File: src/rtl/uart_rx_pkg.sv
// rtl/uart_rx_pkg.sv - shared types and constants for the UART receive path
package uart_rx_pkg;

    typedef enum logic [4:0] {
        IDLE   = 5'b00001,
        START  = 5'b00010,
        DATA   = 5'b00100,
        PARITY = 5'b01000,
        STOP   = 5'b10000
    } rx_state_t;

    localparam logic PAR_EVEN = 1'b0;
    localparam logic PAR_ODD  = 1'b1;

    localparam int PRESCALE_8  = 8;
    localparam int PRESCALE_16 = 16;
    localparam int PRESCALE_32 = 32;

endpackage

File: src/rtl/uart_rx_edge_bit_counter.sv
// rtl/uart_rx_edge_bit_counter.sv - oversample edge counter and frame bit counter
module uart_rx_edge_bit_counter #(
    parameter int PRESCALE_WIDTH = 6,
    parameter int BIT_CNT_WIDTH  = 4
) (
    input  logic                      clk,
    input  logic                      rst,
    input  logic                      enable,
    input  logic                      clear,
    input  logic [PRESCALE_WIDTH-1:0] prescale,
    output logic [PRESCALE_WIDTH-1:0] edge_count,
    output logic [BIT_CNT_WIDTH-1:0]  bit_count,
    output logic                      bit_done
);

    logic last_edge;

    // >= rather than == so a counter can never run past the wrap point
    assign last_edge = (edge_count >= (prescale - PRESCALE_WIDTH'(1)));
    assign bit_done  = enable && last_edge;

    always_ff @(posedge clk or posedge rst) begin
        if (rst) begin
            edge_count <= '0;
            bit_count  <= '0;
        end else if (clear) begin
            edge_count <= '0;
            bit_count  <= '0;
        end else if (enable) begin
            if (last_edge) begin
                edge_count <= '0;
                bit_count  <= bit_count + BIT_CNT_WIDTH'(1);
            end else begin
                edge_count <= edge_count + PRESCALE_WIDTH'(1);
            end
        end
    end

endmodule

File: src/rtl/uart_rx_ctrl.sv
// rtl/uart_rx_ctrl.sv - UART receive frame controller: start detect, deserialize, check
module uart_rx_ctrl
    import uart_rx_pkg::*;
#(
    parameter int PRESCALE_WIDTH = 6,
    parameter int DATA_WIDTH     = 8
) (
    input  logic                      clk,
    input  logic                      rst,
    input  logic                      RX_IN,
    input  logic [PRESCALE_WIDTH-1:0] prescale,
    input  logic                      PAR_EN,
    input  logic                      PAR_TYP,
    input  logic                      sampled_bit,
    output logic                      data_sample_en,
    output logic [PRESCALE_WIDTH-1:0] edge_count,
    output logic [DATA_WIDTH-1:0]     P_DATA,
    output logic                      data_valid,
    output logic                      par_err,
    output logic                      stp_err,
    output logic                      strt_glitch,
    output logic                      busy
);

    localparam int BIT_CNT_WIDTH = $clog2(DATA_WIDTH + 3);

    rx_state_t                 state, state_next;
    logic [PRESCALE_WIDTH-1:0] prescale_q;
    logic                      par_en_q, par_typ_q;
    logic [DATA_WIDTH-1:0]     shift_reg;
    logic                      frame_bad;
    logic [BIT_CNT_WIDTH-1:0]  bit_count;
    logic                      bit_done;
    logic                      cnt_clear;
    logic                      latch_cfg, shift_en, parity_exp;
    logic                      data_valid_d, par_err_d, stp_err_d, strt_glitch_d;

    assign busy           = (state != IDLE);
    assign data_sample_en = busy;
    assign parity_exp     = par_typ_q ^ (^shift_reg);

    uart_rx_edge_bit_counter #(
        .PRESCALE_WIDTH(PRESCALE_WIDTH),
        .BIT_CNT_WIDTH (BIT_CNT_WIDTH)
    ) u_counter (
        .clk       (clk),
        .rst       (rst),
        .enable    (busy),
        .clear     (cnt_clear),
        .prescale  (prescale_q),
        .edge_count(edge_count),
        .bit_count (bit_count),
        .bit_done  (bit_done)
    );

    always_ff @(posedge clk or posedge rst) begin
        if (rst) state <= IDLE;
        else     state <= state_next;
    end

    always_comb begin
        state_next    = state;
        latch_cfg     = 1'b0;
        shift_en      = 1'b0;
        cnt_clear     = 1'b0;
        data_valid_d  = 1'b0;
        par_err_d     = 1'b0;
        stp_err_d     = 1'b0;
        strt_glitch_d = 1'b0;
        case (state)
            IDLE: begin
                cnt_clear = 1'b1;
                if (!RX_IN) begin
                    state_next = START;
                    latch_cfg  = 1'b1;
                end
            end
            START: begin
                if (bit_done) begin
                    strt_glitch_d = sampled_bit;
                    state_next    = sampled_bit ? IDLE : DATA;
                end
            end
            DATA: begin
                if (bit_done) begin
                    shift_en = 1'b1;
                    if (bit_count == BIT_CNT_WIDTH'(DATA_WIDTH))
                        state_next = par_en_q ? PARITY : STOP;
                end
            end
            PARITY: begin
                if (bit_done) begin
                    par_err_d  = (sampled_bit != parity_exp);
                    state_next = STOP;
                end
            end
            STOP: begin
                if (bit_done) begin
                    stp_err_d    = !sampled_bit;
                    data_valid_d = sampled_bit && !frame_bad;
                    // a low line on the decision cycle is the next start bit
                    if (!RX_IN) begin
                        state_next = START;
                        latch_cfg  = 1'b1;
                        cnt_clear  = 1'b1;
                    end else begin
                        state_next = IDLE;
                    end
                end
            end
            default: state_next = IDLE;
        endcase
    end

    always_ff @(posedge clk or posedge rst) begin
        if (rst) begin
            prescale_q  <= PRESCALE_WIDTH'(PRESCALE_8);
            par_en_q    <= 1'b0;
            par_typ_q   <= PAR_EVEN;
            shift_reg   <= '0;
            frame_bad   <= 1'b0;
            P_DATA      <= '0;
            data_valid  <= 1'b0;
            par_err     <= 1'b0;
            stp_err     <= 1'b0;
            strt_glitch <= 1'b0;
        end else begin
            data_valid  <= data_valid_d;
            par_err     <= par_err_d;
            stp_err     <= stp_err_d;
            strt_glitch <= strt_glitch_d;
            if (latch_cfg) begin
                prescale_q <= prescale;
                par_en_q   <= PAR_EN;
                par_typ_q  <= PAR_TYP;
            end
            if (shift_en)
                shift_reg <= {sampled_bit, shift_reg[DATA_WIDTH-1:1]};
            if (par_err_d)
                frame_bad <= 1'b1;
            else if (state == STOP && bit_done)
                frame_bad <= 1'b0;
            if (data_valid_d)
                P_DATA <= shift_reg;
        end
    end

endmodule

File: config.mk
export PLATFORM = sky130hd
export DESIGN_NAME = uart_rx_ctrl
export DESIGN_NICKNAME = d
export VERILOG_FILES = /design/src/rtl/uart_rx_pkg.sv /design/src/rtl/uart_rx_edge_bit_counter.sv /design/src/rtl/uart_rx_ctrl.sv
export SDC_FILE = /design/constraint.sdc
export NUM_CORES = 1
export LEC_CHECK = 0
export CORE_UTILIZATION = 30
export CTS_BUF_LIST = sky130_fd_sc_hd__clkbuf_16
export CTS_CLUSTER_SIZE = 40
export DETAILED_ROUTE_END_ITERATION = 12
export PLACE_DENSITY = 0.46
export SYNTH_ARGS = -nofsm -noshare
export SYNTH_HDL_FRONTEND = slang
export SYNTH_SLANG_ARGS = --single-unit
File: constraint.sdc
create_clock -name clk -period 2.95 [get_ports clk]
set_clock_uncertainty 0.05 [all_clocks]
set_input_delay 0.59 -clock clk [delete_from_list [all_inputs] [get_ports clk]]
set_output_delay 0.59 -clock clk [all_outputs]
set_load 0.01 [all_outputs]
==> results of run 1 <==
==> metrics by stage <==
stage	setup slack, ns	hold WS, ns	std cells
after floorplan	0.363	0.431	230
after global placement	0.186	0.447	358
after detailed placement	0.137	0.447	358
after CTS	0.120	0.469	366
after global routing	0.0271	0.473	367
final	0.189	0.462	367
==> power breakdown <==
part	switching (W)	internal, W
logic	0.000444	0.000419
clock network	0.000235	0.000571
registers	0.000149	0.000718
total	0.000828	0.00171
==> cell type report <==
cell class / count / area [um^2] / area share (%)
clock buffer: 5 / 125 / 4.06
multi-input combinational: 162 / 1210 / 39.4
tap: 102 / 128 / 4.14
timing repair buffer: 41 / 385 / 12.5
sequential: 44 / 1100 / 35.8
inverter: 10 / 37.5 / 1.22
clock inverter: 3 / 90.1 / 2.92
==> critical path, cell delays in order (launching register included) <==
cell     delay, ns
dfrtp_1       0.42
inv_1         0.09
ha_1          0.18
nand2_1       0.07
xor2_1        0.14
ha_1          0.30
nand4_1       0.10
o221a_4       0.35
or4b_4        0.63
mux2_4        0.32
==> kinds of logic (layout without fill, tap and decap cells) <==
group / count (synthesis) / in the layout
adder cells (fa/ha/maj): 10 / 10
AND/OR/NAND/NOR: 77 / 78
XOR/XNOR: 17 / 17
multiplexers: 18 / 18
buffers and inverters: 25 / 59
AO/OA/AOI/OAI: 39 / 39
flip-flops: 44 / 44
==> final timing paths <==
| path | from | endpoint | slack (ns) | cells after the start |
|---|---|---|---|---|
| worst min register to register | P_DATA[5]$_DFFE_PP0P_ | P_DATA[5]$_DFFE_PP0P_ | 0.46 | 1 |
| worst max-delay path | prescale_q[0]$_DFFE_PP0P_ | P_DATA[6]$_DFFE_PP0P_ | 0.19 | 9 |
| max in group asynchronous | rst | prescale_q[3]$_DFFE_PP1P_ | 1.66 | 3 |
| worst min-delay path | P_DATA[5]$_DFFE_PP0P_ | P_DATA[5]$_DFFE_PP0P_ | 0.46 | 1 |
| min in group asynchronous | rst | data_valid$_DFF_PP0_ | 0.55 | 2 |
| worst max register to register | prescale_q[0]$_DFFE_PP0P_ | P_DATA[6]$_DFFE_PP0P_ | 0.19 | 9 |
==> placed cells by master, fill, tap and decap left out, types with 5 or more instances in the layout <==
master	instances
inv_1	9
nand3_1	9
buf_4	10
mux2_4	8
clkbuf_16	5
nor2_1	17
clkdlybuf4s50_1	31
mux2_2	10
xor2_1	6
nand2b_1	10
dfrtp_1	42
nand2_1	19
xnor2_1	10
ha_1	10
o21ai_0	8
a21oi_1	7
o211ai_1	17
==> timing repair <==
item,CTS,global route
resized for setup,0,2
hold buffers,0,0
endpoints found under the setup margin,0,8
buffers inserted,0,0
==> layer usage <==
layer | track usage (%) | routed length, um
met4 | 4.30 | 50
met2 | 18.4 | 2390
met1 | 18.8 | 2640
met3 | 2.74 | 163
met5 | 0 | 0
==> impl_metrics.tcl, run 1 <==
set metrics [dict create \
    synthSimpleGateAreaFrac_pct 16.9 \
    post_dp_cell_area_um2 2850 \
    synth.area.top_cells "dfrtp_1 (43%), o211ai_1 (5.3%), ha_1 (5.2%), mux2_4 (5.0%), mux2_2 (4.7%)" \
    dr.pass1.iters 4 \
    synth.top_cells.by_count "dfrtp_1 (42), nand2_1 (19), nor2_1 (17), o211ai_1 (17)" \
    hp-class "reg -> reg" \
    fp.dieH_um 91.8 \
    drive_gt1_share_pct 17.0 \
    synthCells 230 \
    synth_ff_type "dfrtp_1" \
    finalHoldViolCount 0 \
    power.total_w 0.00254 \
    drtIter0Drc 71 \
    ios 32 \
    fill_cells 765 \
    yosysTopAreaCell "dfrtp_1" \
    cts_tree "built" \
    cts.sinks 44 \
    start_kind "register" \
    synth_edf_count 0 \
    grt_max_degree 20 \
    synth-seq-area-share_pct 45.6 \
    final_area_um2 3080 \
    powerDensity_nw_per_um2 822 \
    status "finished clean" \
    setup_tns_ns 0 \
    clockRootBuffer "clkbuf_16" \
    synth-async-reset-ratio_pct 100 \
    ys_ff_latch 44 \
    layout_worst_path_cycle_share_pct 93.6 \
    antenna_found_initial 0 \
    synth_top_family_by_area "simple AND/OR/NAND/NOR gates" \
    yosysTopAreaCellShare_pct 43.4 \
    tightest_slew_ns 0.575 \
    yosysMostFrequentCell "dfrtp_1" \
    start_util_pct 31.2 \
    num_vias 1792 \
    h-tree-depth 2 \
    nets 286 \
    drcViolationCount 0 \
    power_leakage_nw 1.35 \
    setup_viol 0 \
    fin_util_pct 39.7 \
    synthMuxAreaShare_pct 9.62 \
    dieWidth_um 91.8 \
    via_per_inst 4.88 \
    critPathMaxFanout 14 \
    gp_congestion 0.771 \
    area_growth_pct 27.5 \
    clock_tree.buffer_depth 2 \
    cap_violations 0 \
    critPathArrivalTime_ns 2.88 \
    ir_drop_uv 325 \
    grt_pass1_vias 1615 \
    portBuffers 31 \
    synth_compound_area_share_pct 10.9 \
    worstPathRequired_ns 3.06 \
    crit_type "reg -> reg" \
    period_needed_ns 2.76 \
    ant_nets 0 \
    grt_pass1_wl_um 8400 \
    antenna_cells 0 \
    wl_um 5240 \
    clk_pin_slew_ns 0.07 \
    clk_latency_ns 0.28 \
    syn_nets 252 \
    yosys_warnings 0 \
    synth_xor_area_share_pct 6.72 \
    max_freq_ghz 0.362 \
    avgSynthCellArea_um2 10.5 \
    cts_buffers 5 \
    slew_viol_final 0 \
    die_area_um2 8430 \
    synthDistinctLibCells 43 \
    dp_hpwl_um 3690 \
    synthAdderAreaFrac_pct 5.17 \
    grt_setup_unrepaired "no" \
    core_region_area_um2 7770 \
    slew_headroom_pct 61.4 \
    end_kind "register" \
    grt-ovfl-total 0 \
    track_usage_pct 12.8 \
    wl_per_cell_um 14.3 \
    rows 32 \
    synthesis.area_um2 2420 \
]
Note: power is estimated with default switching activity, not from simulation.
==> run 2: changes to the inputs <==
Settings changed: CELL_PAD_IN_SITES_DETAIL_PLACEMENT set to 0, CELL_PAD_IN_SITES_GLOBAL_PLACEMENT set to 1, PLACE_DENSITY 0.46 to 0.56, SLEW_MARGIN set to 0.
==> run 2 against run 1 <==
Effect of this change: hold slack got worse by 0.0010 ns; first-iteration DRC count fell by 9.9%; utilization fell by 0.89 points; final cell count fell by 0.54%; fmax fell by 0.92%; combinational power rose by 1%; die area did not move; critical path depth did not move; total power fell by 6.8%; clock-buffer cell count did not move; design area fell by 2.2%; clock power fell by 22%; largest cell class unchanged.
==> impl_metrics.tcl, run 2 (same netlist as run 1, synthesis figures left out) <==
set metrics [dict create \
    status "finished clean" \
    startpoint "prescale_q[0]$_DFFE_PP0P_" \
    clk_pin_slew_ns 0.07 \
    wl_met2_um 2200 \
    dp_hpwl_um 3600 \
    ctsResizeCount 0 \
    num_vias 1789 \
    crit_chain "inv_1 > ha_1 > nand2_1 > xor2_1 > ha_1 > nand4_1 > o221a_4 > or4b_4 > mux2_4" \
    clock_tree.buffer_depth 2 \
    drive_gt1_share_pct 16.0 \
    rows 32 \
    via_per_inst 4.90 \
    critPathMaxFanout 12 \
    portBuffers 31 \
    start_kind "register" \
    dr.pass1.iters 4 \
    wl_um 5090 \
    end_kind "register" \
    ios 32 \
    slew_viol_final 0 \
    routed.top_layer "met4" \
    powerDensity_nw_per_um2 784 \
    setup_tns_ns 0 \
    clockRootBuffer "clkbuf_16" \
    clockPowerShare_pct 26.5 \
    die_area_um2 8430 \
    setup_viol 0 \
    final_cell_mix "dfrtp_1 (42), clkdlybuf4s50_1 (31), nand2_1 (19), nor2_1 (17), o211ai_1 (17)" \
    cts_buffers 5 \
    crit_path_max_incr_delay_ns 0.64 \
    slew_headroom_pct 61.2 \
    gp_congestion 0.742 \
    min_from "P_DATA[4]$_DFFE_PP0P_" \
    fin_util_pct 38.8 \
    start_util_pct 31.2 \
    reg2reg_from "prescale_q[0]$_DFFE_PP0P_" \
    crit-reg2reg-capture "P_DATA[5]$_DFFE_PP0P_" \
    max_freq_ghz 0.359 \
    antenna_cells 0 \
    area_growth_pct 24.6 \
    wl_per_cell_um 14.0 \
    ant_nets 0 \
    power_leakage_nw 1.32 \
    h-tree-depth 2 \
    core_region_area_um2 7770 \
    finalHoldViolCount 0 \
    r2r_cells 9 \
    p_comb_share_pct 37.0 \
    cts_tree "built" \
    period_needed_ns 2.79 \
    grt-ovfl-total 0 \
    dieWidth_um 91.8 \
    holdWs_ns 0.461 \
    layout_commonest_cell "dfrtp_1" \
    hp-class "reg -> reg" \
    post_cts_buffers 0 \
    fp.dieH_um 91.8 \
    layout_worst_path_cycle_share_pct 94.5 \
    drcViolationCount 0 \
    timing.reg2reg.setup_slack_ns 0.16 \
    cts.sinks 44 \
    switchingPower_w 0.000835 \
    grt_max_degree 45 \
    switching_share_pct 35.3 \
    seq_power_share_pct 36.5 \
    grt_setup_unrepaired "no" \
    p_int_w 0.00153 \
    path_common_cell "ha_1" \
    critPathArrivalTime_ns 2.90 \
    cts_hold_buf 0 \
    grt_pass1_vias 1660 \
    ir_drop_uv 473 \
    worstPathRequired_ns 3.06 \
    antenna_found_initial 0 \
    tightest_slew_ns 0.583 \
    grt_pass1_wl_um 8620 \
    drtIter0Drc 64 \
    cpMaxStageDelayCell "or4b_4" \
    met1Wirelength_um 2700 \
    worstHoldPathCells 1 \
    cap_violations 0 \
    nets 284 \
    clk_latency_ns 0.28 \
    track_usage_pct 12.9 \
    met3_length_um 165 \
    crit_type "reg -> reg" \
    min_to "P_DATA[4]$_DFFE_PP0P_" \
]
==> run 2: how the worst max path moves through the flow <==
stage / to / slack (ns) / depth (start not counted)
global route: P_DATA[5]$_DFFE_PP0P_ / 0.02 / 9
finish: P_DATA[5]$_DFFE_PP0P_ / 0.16 / 9
CTS: P_DATA[5]$_DFFE_PP0P_ / 0.13 / 9
detailed placement: P_DATA[0]$_DFFE_PP0P_ / 0.14 / 9
global placement: P_DATA[7]$_DFFE_PP0P_ / 0.18 / 9
floorplan: P_DATA[0]$_DFFE_PP0P_ / 0.36 / 10
==> run 2: per-stage QoR <==
step           area [um^2]  setup WS, ns  cells  power, W
6_report              3020         0.164    365   0.00236
5_1_grt               3020        0.0223    365   0.00254
4_1_cts               3010         0.129    365   0.00238
3_5_place_dp          2840         0.143    357   0.00175
3_3_place_gp          2840         0.182    357   0.00175
2_1_floorplan         2420         0.363    230   0.00145
==> run 2: critical path, delay by kind of cell, from the launching register on <==
kind	cells	cell delay (ns)
multiplexers	1	0.33
flip-flops	1	0.42
XOR/XNOR	1	0.14
AND/OR/NAND/NOR	3	0.81
AO/OA/AOI/OAI	1	0.33
adder cells (fa/ha/maj)	2	0.48
buffers and inverters	1	0.09
==> run 2: power by group through the flow <==
| stage | sequential (W) | clock (W) | combinational [W] |
|---|---|---|---|
| floorplan | 0.000824 | 0 | 0.000622 |
| global placement | 0.000874 | 0 | 0.000872 |
| detailed placement | 0.000876 | 0 | 0.000871 |
| CTS | 0.000865 | 0.000642 | 0.000878 |
| global route | 0.000885 | 0.000665 | 0.000995 |
| finish | 0.000864 | 0.000626 | 0.000875 |
==> run 2: layout make-up <==
class	count	area, um^2
Fill cell	785	4750
Multi-Input combinational cell	161	1200
Sequential cell	44	1100
Timing Repair Buffer	40	378
Tap cell	102	128
Clock buffer	5	125
Clock inverter	3	42.5
Inverter	10	37.5
==> run 2: routing by layer <==
layer / vias up / track usage (%)
li1: 873 / -
met4: 0 / 2.73
met5: - / 0
met2: 37 / 18.4
met3: 2 / 2.57
met1: 877 / 19.9
